## config.mk

```make
export PLATFORM = sky130hd
export DESIGN_NAME = mips_data_mem_arbiter
export DESIGN_NICKNAME = d
export VERILOG_FILES = /design/src/rtl/mips_data_mem_arbiter.sv
export SDC_FILE = /design/constraint.sdc
export NUM_CORES = 1
export LEC_CHECK = 0
export CAP_MARGIN = 20
export CORE_AREA = 5 5 114 116
export CTS_CLUSTER_SIZE = 24
export DETAILED_ROUTE_END_ITERATION = 8
export DIE_AREA = 0 0 119 121
export DONT_BUFFER_PORTS = 1
export PLACE_DENSITY = 0.34
export SYNTH_ARGS = -nofsm -noshare
export SYNTH_HDL_FRONTEND = slang
export SYNTH_SLANG_ARGS = --single-unit
```

## constraint.sdc

```tcl
create_clock -name clk -period 5.8 [get_ports clk]
set_input_delay 1.16 -clock clk [delete_from_list [all_inputs] [get_ports clk]]
set_output_delay 1.16 -clock clk [all_outputs]
set_load 0.1 [all_outputs]
```

## src/rtl/mips_data_mem_arbiter.sv

```systemverilog
// Two-master arbiter for the single-port data memory: CPU has priority,
// a starvation counter guarantees debug forward progress. Macro: ARB_PERF_EN.
module mips_data_mem_arbiter #(
    parameter int MAX_WAIT = 8,
    parameter int ADDR_W   = 32
) (
    input  logic              clk,
    input  logic              reset,
    input  logic [ADDR_W-1:0] cpu_address,
    input  logic              cpu_read,
    input  logic              cpu_write,
    input  logic [31:0]       cpu_writedata,
    output logic [31:0]       cpu_readdata,
    output logic              cpu_waitrequest,
    input  logic [ADDR_W-1:0] dbg_address,
    input  logic              dbg_read,
    input  logic              dbg_write,
    input  logic [31:0]       dbg_writedata,
    output logic [31:0]       dbg_readdata,
    output logic              dbg_waitrequest,
    output logic [ADDR_W-1:0] mem_address,
    output logic              mem_read,
    output logic              mem_write,
    output logic [31:0]       mem_writedata,
    input  logic [31:0]       mem_readdata,
    output logic              grant_dbg
`ifdef ARB_PERF_EN
    ,
    output logic [31:0]       cpu_stall_cycles
`endif
);

    typedef enum logic [1:0] {
        IDLE   = 2'd0,
        CPU_RD = 2'd1,
        DBG_RD = 2'd2
    } state_t;

    localparam logic [7:0] MAX_C = 8'(MAX_WAIT);

    state_t     r_state;
    state_t     w_next;
    logic [7:0] r_cnt;
    logic       r_grant_dbg;

    logic w_cpu_req;
    logic w_dbg_req;
    logic w_dbg_win;
    logic w_cpu_win;

    assign w_cpu_req = cpu_read | cpu_write;
    assign w_dbg_req = dbg_read | dbg_write;
    assign grant_dbg = r_grant_dbg;

    // IDLE arbitration: debug wins when starved or alone
    always_comb begin
        w_dbg_win = 1'b0;
        w_cpu_win = 1'b0;
        if (reset && r_state == IDLE) begin
            w_dbg_win = w_dbg_req &&
                        (r_cnt == MAX_C || !w_cpu_req);
            w_cpu_win = w_cpu_req && !w_dbg_win;
        end
    end

    // State register
    always_ff @(posedge clk or negedge reset) begin
        if (!reset) r_state <= IDLE;
        else        r_state <= w_next;
    end

    // Next state and memory/master outputs
    always_comb begin
        w_next          = r_state;
        mem_address     = '0;
        mem_read        = 1'b0;
        mem_write       = 1'b0;
        mem_writedata   = '0;
        cpu_readdata    = '0;
        dbg_readdata    = '0;
        cpu_waitrequest = 1'b1;
        dbg_waitrequest = 1'b1;
        if (reset) begin
            case (r_state)
                IDLE: begin
                    if (w_dbg_win) begin
                        mem_address = dbg_address;
                        if (dbg_write) begin
                            mem_write       = 1'b1;
                            mem_writedata   = dbg_writedata;
                            dbg_waitrequest = 1'b0;
                        end else begin
                            mem_read = 1'b1;
                            w_next   = DBG_RD;
                        end
                    end else if (w_cpu_win) begin
                        mem_address = cpu_address;
                        if (cpu_write) begin
                            mem_write       = 1'b1;
                            mem_writedata   = cpu_writedata;
                            cpu_waitrequest = 1'b0;
                        end else begin
                            mem_read = 1'b1;
                            w_next   = CPU_RD;
                        end
                    end
                end
                CPU_RD: begin
                    cpu_readdata    = mem_readdata;
                    cpu_waitrequest = 1'b0;
                    w_next          = IDLE;
                end
                DBG_RD: begin
                    dbg_readdata    = mem_readdata;
                    dbg_waitrequest = 1'b0;
                    w_next          = IDLE;
                end
                default: w_next = IDLE;
            endcase
        end
    end

    // Starvation counter: counts ungranted debug cycles
    always_ff @(posedge clk or negedge reset) begin
        if (!reset) begin
            r_cnt <= '0;
        end else if (w_dbg_win) begin
            r_cnt <= '0;
        end else if (w_dbg_req && r_state != DBG_RD &&
                     r_cnt != MAX_C) begin
            r_cnt <= r_cnt + 8'd1;
        end
    end

    // Grant owner updates when an access finishes
    always_ff @(posedge clk or negedge reset) begin
        if (!reset) begin
            r_grant_dbg <= 1'b0;
        end else if (r_state == CPU_RD) begin
            r_grant_dbg <= 1'b0;
        end else if (r_state == DBG_RD) begin
            r_grant_dbg <= 1'b1;
        end else if (w_dbg_win && dbg_write) begin
            r_grant_dbg <= 1'b1;
        end else if (w_cpu_win && cpu_write) begin
            r_grant_dbg <= 1'b0;
        end
    end

`ifdef ARB_PERF_EN
    logic [31:0] r_stall;
    logic        w_stall;

    assign w_stall = w_cpu_req && cpu_waitrequest &&
                     (w_dbg_win || r_state == DBG_RD);
    assign cpu_stall_cycles = r_stall;

    // Saturating count of CPU cycles lost to debug
    always_ff @(posedge clk or negedge reset) begin
        if (!reset) begin
            r_stall <= '0;
        end else if (w_stall && r_stall != 32'hFFFF_FFFF) begin
            r_stall <= r_stall + 32'd1;
        end
    end
`endif

endmodule

```

==> impl_results.md, run 1 <==
* Area growth, synth to finish at 24.60%
* Slowest CP cell: a22o_1
* Post-synthesis mux area share at 1.067%
* Pwr Density at 896.6 nW/µm²
* Routed len/inst at 25.91 µm
* WHS Path Cells at 1
* Total GRT Usage at 12.66%
* Largest family of logic cells by synthesized area: compound AO/OA/AOI/OAI gates
* DRT Wirelength at 10490 µm
* Worst setup SP type: input pin
* Setup Buffers After CTS at 0
* Peak VDD IR at 0.0002409 V
* Final cell count without fillers at 405
* Crit path DAT at 3.18 ns
* RSZ-0062 raised after global routing: false
* Largest net degree at the start of global routing at 84
* Relative slew slack at 24.35%
* Antenna-violating nets left at 0
* Placed Cells at 401
* Final Hold Fails at 0
* Nets at 430
* Leakage at 0.001179 µW
* Final GP Congestion at 0.8478
* Post-Synth Adder-Cell Area at 3.333%
* DIE AREA at 14400 µm²
* Clk_skew at 0.0009219 ns
* Yosys warnings at 0
* Crit Path Category: input pin to output port
* Grt ovf at 0
* Die X at 119 µm
* Share of cells above drive strength 1 at 20.93%
* HPWL Detailed at 8737 µm
* Seq/Total Area, Yosys at 14.67%
* Die height at 121 µm
* DP Area at 2260 µm²
* Inserted Clock Buffers at 3
* Core Area at 11810 µm²
* Dominant delay contributor by cell family on the critical path: compound AO/OA/AOI/OAI gates
* Worst setup EP type: output port
* Worst Path Max Fanout at 34
* Fmax at 230.4 MHz
* Ant diodes at 0
* Finished Cell Area at 2338 µm²
* IO Pins at 299
* Initial antenna violation count at 0
* Clock Pin Slew Worst Setup and Hold Paths at 0.04 ns
* Post-synthesis compound-gate area fraction at 36.07%
* Worst path required time at 4.64 ns
* Tcrit/Tclk final at 74.84%
* Crit path depth at 4
* Worst skew pair latency at 0.24 ns
* Post-CTS Resized at 0
* Simple-Gate Fraction of Synth Area at 34.07%
* Clock sink total at 11
* Post-Synth XOR/XNOR Area at 2.800%
* Initial Utilization at 15.89%
* Outcome: finished clean
* Vias in the first global route at 2072
* Setup TNS at 0 ns
* DR pass1 iterations at 4
* Largest stage delay on the critical path at 0.90 ns
* Setup-failing EPs final at 0
* Row cnt at 40
* Post-cts hold buffer count at 0
* Via count at 2229
* DRC violations left at 0
* Tightest Hold Check Type: flop to flop
* Syn Nets at 414
* CP cell instances: nor2_1, a21oi_2, nor2_4, a22o_1
* Vias per inst at 5.504
* Clk buf depth at 2
* Root buf cell: clkbuf_16
* Synth cell types at 39
* FF+latch count, synth at 11
* CTS H-Tree Depth at 1
* Starting DRT DRC Count at 230
* Slew @ Worst Pin at 1.134 ns
* Slew Limit Fails at 0
* Crit path buf inv count at 0
* Path depth of the worst reg2reg path at 6
* Cell count after synthesis at 243
* First-pass GRT wire length at 14400 µm
* Min Tclk post-route at 4.341 ns
* Commonest non-fill, non-tap cells in the layout: and3_1, a22o_1, buf_4
* Synth Area per Inst at 7.723 µm²
* CTS tree: built
* Cell Area, Synth at 1877 µm²
* # port buffers at 0
* Max_cap viols at 0
[through the flow]
stage                     utilization, %  total power, µW  setup WS [ns]  hold slack [ns]
final                              19.80             2097          1.459           0.5309
after detailed placement           19.13             1973          1.421           0.5262
after global placement             19.13             1971          1.495           0.5296
after global routing               19.80             2174          1.300           0.5681
after floorplan                        -             1754         0.7541           0.4913
after CTS                          19.80             2108          1.420           0.5362
[worst reg2reg max path, stage by stage (launching register included)]
cell and delay (ns):
dfrtp_1 0.37, inv_1 0.12, ha_1 0.85, nand2b_1 0.33, or3_1 0.16, mux2i_1 0.17, o21ai_0 0.09
[Yosys cell counts, drive strengths merged]
cell type | count | area share (%)
dfrtp | 11 | 15
mux2i | 2 | 1.1
ha | 5 | 3.3
and3b | 1 | 0.47
xnor2 | 6 | 2.8
or2 | 1 | 0.33
a22o | 64 | 30
or3 | 2 | 0.67
a2111oi | 1 | 0.47
a32o | 1 | 0.53
a21oi | 2 | 0.73
clkbuf | 17 | 3.4
buf | 11 | 3.4
nor4 | 2 | 1.5
and3 | 65 | 22
nand3 | 4 | 1.1
nor2b | 2 | 0.67
o211ai | 1 | 0.40
nor3 | 6 | 2.5
inv | 6 | 1.2
o21ai | 6 | 1.6
a31oi | 2 | 1.0
nand2b | 1 | 0.33
or3b | 1 | 0.47
o31ai | 1 | 0.40
nor2 | 14 | 3.2
nand2 | 4 | 0.80
a211oi | 1 | 0.40
o22ai | 2 | 0.67
nand3b | 1 | 0.40
[sequential cells by signal (all words and copies together) (netlist names)]
signal and count:
r_state 2, grant_dbg 1, r_cnt 8
[where the power goes]
group | switching (µW) | internal [µW] | total, µW
Clock | 35.6 | 92.5 | 128
Combinational | 1530 | 284 | 1810
Sequential | 47.9 | 107 | 155
[routing by layer]
layer | track usage [%] | vias to the layer above | share of wire (%)
met5 | 0 | - | 0
li1 | - | 975 | -
met4 | 1.883 | 0 | 1.0
met1 | 16.23 | 1103 | 40
met2 | 20.10 | 141 | 48
met3 | 5.501 | 10 | 11
[cell type report]
cell class	instances	area, µm²
inverter	6	22.52
tap	147	183.9
multi-input combinational	198	1485
clock buffer	4	78.83
fill	1300	9473
sequential	11	275.3
timing repair buffer	39	292.8
[logic make-up after synthesis]
logic type / after synthesis
adders and majority gates: 5
DFF: 11
and+or+nand+nor: 104
AOI/OAI and AO/OA: 81
buffers and inverters: 34
muxes: 2
xor gates and xnor gates: 6
[final timing paths]
| path | slack, ns | end | start |
|---|---|---|---|
| max in group asynchronous | 5.09 | r_state[0]$_DFFE_PN0P_ | reset |
| min reg2reg | 0.53 | r_state[1]$_DFFE_PN0P_ | r_state[1]$_DFFE_PN0P_ |
| min | 0.53 | r_state[1]$_DFFE_PN0P_ | r_state[1]$_DFFE_PN0P_ |
| max reg2reg | 3.60 | r_cnt[3]$_DFFE_PN0P_ | r_state[0]$_DFFE_PN0P_ |
| max | 1.46 | mem_writedata[10] | cpu_read |
| min in group asynchronous | 0.62 | r_cnt[1]$_DFFE_PN0P_ | reset |
Note: power is estimated with default switching activity, not from simulation.
==> inputs of run 2 (changes only) <==
Clock period 5.8 ns to 3.6 ns, I/O delays scaled along.
==> impl_results.md, run 2 (same netlist as run 1, synthesis figures left out) <==
* Outcome: finished clean
* Relative slew slack at 37.69%
* Seq pwr share at 6.0%
* Die X at 119 µm
* Hold slack final at 0.1780 ns
* Worst setup SP type: flop
* Vias in the first global route at 2432
* DRC violations left at 0
* Via count at 2534
* Post-CTS Resized at 0
* Inserted Clock Buffers at 3
* Total GRT Usage at 14.08%
* Starting DRT DRC Count at 196
* Vias per inst at 5.038
* Peak VDD IR at 0.0003736 V
* Comb pwr share at 89.2%
* Post-cts hold buffer count at 0
* Finished Cell Area at 3899 µm²
* Row cnt at 40
* Clock sink total at 11
* Grt ovf at 0
* Max_cap viols at 0
* DIE AREA at 14400 µm²
* IO Pins at 299
* Tcrit/Tclk final at 89.94%
* DP Area at 3792 µm²
* Initial antenna violation count at 0
* Crit Path Category: flop to output port
* Worst path required time at 2.88 ns
* CTS tree: built
* Switching part of the total power at 65.96%
* Tightest Hold Check Type: input pin to async pin
* Largest net degree at the start of global routing at 84
* First-pass GRT wire length at 16180 µm
* Final GP Congestion at 0.8191
* Setup-failing EPs final at 0
* Leakage at 0.001916 µW
* Commonest non-fill, non-tap cells in the layout: buf_4, buf_12, and3_1, a22o_1, nor2_1
* Antenna-violating nets left at 0
* Core Area at 11810 µm²
* Clk buf depth at 2
* Setup Buffers After CTS at 0
* Slew @ Worst Pin at 0.9347 ns
* Clk pwr share at 4.9%
* # port buffers at 0
* Worst setup EP type: output port
* Commonest non-fill, non-tap cell in the layout: buf_4
* HPWL Detailed at 9579 µm
* Worst Path Max Fanout at 34
* Nets at 528
* Max FFs per register at 8
* DRT Wirelength at 11480 µm
* Die height at 121 µm
* Min Tclk post-route at 3.238 ns
* Initial Utilization at 15.89%
* Pwr Density at 1060 nW/µm²
* Fmax at 308.8 MHz
* Setup TNS at 0 ns
* Largest reg by FF count: r_cnt
* Slew Limit Fails at 0
* P_int at 1407 µW
* Final Hold Fails at 0
* RSZ-0062 raised after global routing: false
* Area growth, synth to finish at 107.7%
* Register area at 275.3 µm²
* FILL cells at 1201
* Crit path DAT at 2.52 ns
* Net switching power at 2726 µW
* Clk_skew at 0.002073 ns
* Multi-input gate area at 1476 µm²
* DR pass1 iterations at 4
* Post-layout util at 33.01%
* CTS H-Tree Depth at 1
* Worst skew pair latency at 0.24 ns
* Ant diodes at 0
* Share of cells above drive strength 1 at 42.70%
* Root buf cell: clkbuf_16
* Clock Pin Slew Worst Setup and Hold Paths at 0.04 ns
* Routed len/inst at 22.83 µm
[run 2: metal layers]
layer | vias to the layer above | GRT usage (%) | wire length [µm]
met5 | - | 0 | 0
met4 | 0 | 1.810 | 79
met3 | 9 | 3.217 | 848
met2 | 124 | 24.97 | 6160
met1 | 1233 | 17.80 | 4394
li1 | 1168 | - | -
[run 2: worst paths after layout]
| check | slack [ns] | cells after the start | startpoint | endpoint |
|---|---|---|---|---|
| max | 0.36 | 5 | r_cnt[4]$_DFFE_PN0P_ | mem_writedata[2] |
| min in group clk | 0.53 | 1 | r_state[1]$_DFFE_PN0P_ | r_state[1]$_DFFE_PN0P_ |
| max in group asynchronous | 3.33 | 0 | reset | grant_dbg$_DFFE_PN0P_ |
| max reg2reg | 1.47 | 4 | r_cnt[4]$_DFFE_PN0P_ | grant_dbg$_DFFE_PN0P_ |
| min reg2reg | 0.53 | 1 | r_state[1]$_DFFE_PN0P_ | r_state[1]$_DFFE_PN0P_ |
| min | 0.18 | 0 | reset | r_cnt[6]$_DFFE_PN0P_ |
[run 2: worst max-delay path: stages, from the launching register on]
cell	delay [ns]
dfrtp_1	0.43
nor4_4	0.43
a21oi_2	0.22
nor2_4	0.67
a22o_1	0.31
buf_12	0.19
[run 2: power groups by stage]
stage | logic, µW | registers, µW | clock network [µW]
6_report | 3680 | 247 | 201
5_1_grt | 3800 | 256 | 213
4_1_cts | 3680 | 247 | 206
3_5_place_dp | 3670 | 249 | 0
3_3_place_gp | 3660 | 248 | 0
2_1_floorplan | 2590 | 238 | 0
[run 2: layout make-up]
cell class / count / area share, %
multi-input combinational: 198 / 37.87
timing repair buffer: 137 / 47.75
clock buffer: 4 / 2.022
sequential: 11 / 7.060
inverter: 6 / 0.5777
tap: 147 / 4.718
[run 2: stage by stage]
step	instances	total power [µW]	setup WS, ns
2_1_floorplan	243	2827	0.02835
3_3_place_gp	498	3907	0.6071
3_5_place_dp	498	3919	0.5900
4_1_cts	502	4137	0.3508
5_1_grt	503	4268	0.1390
6_report	503	4133	0.3621
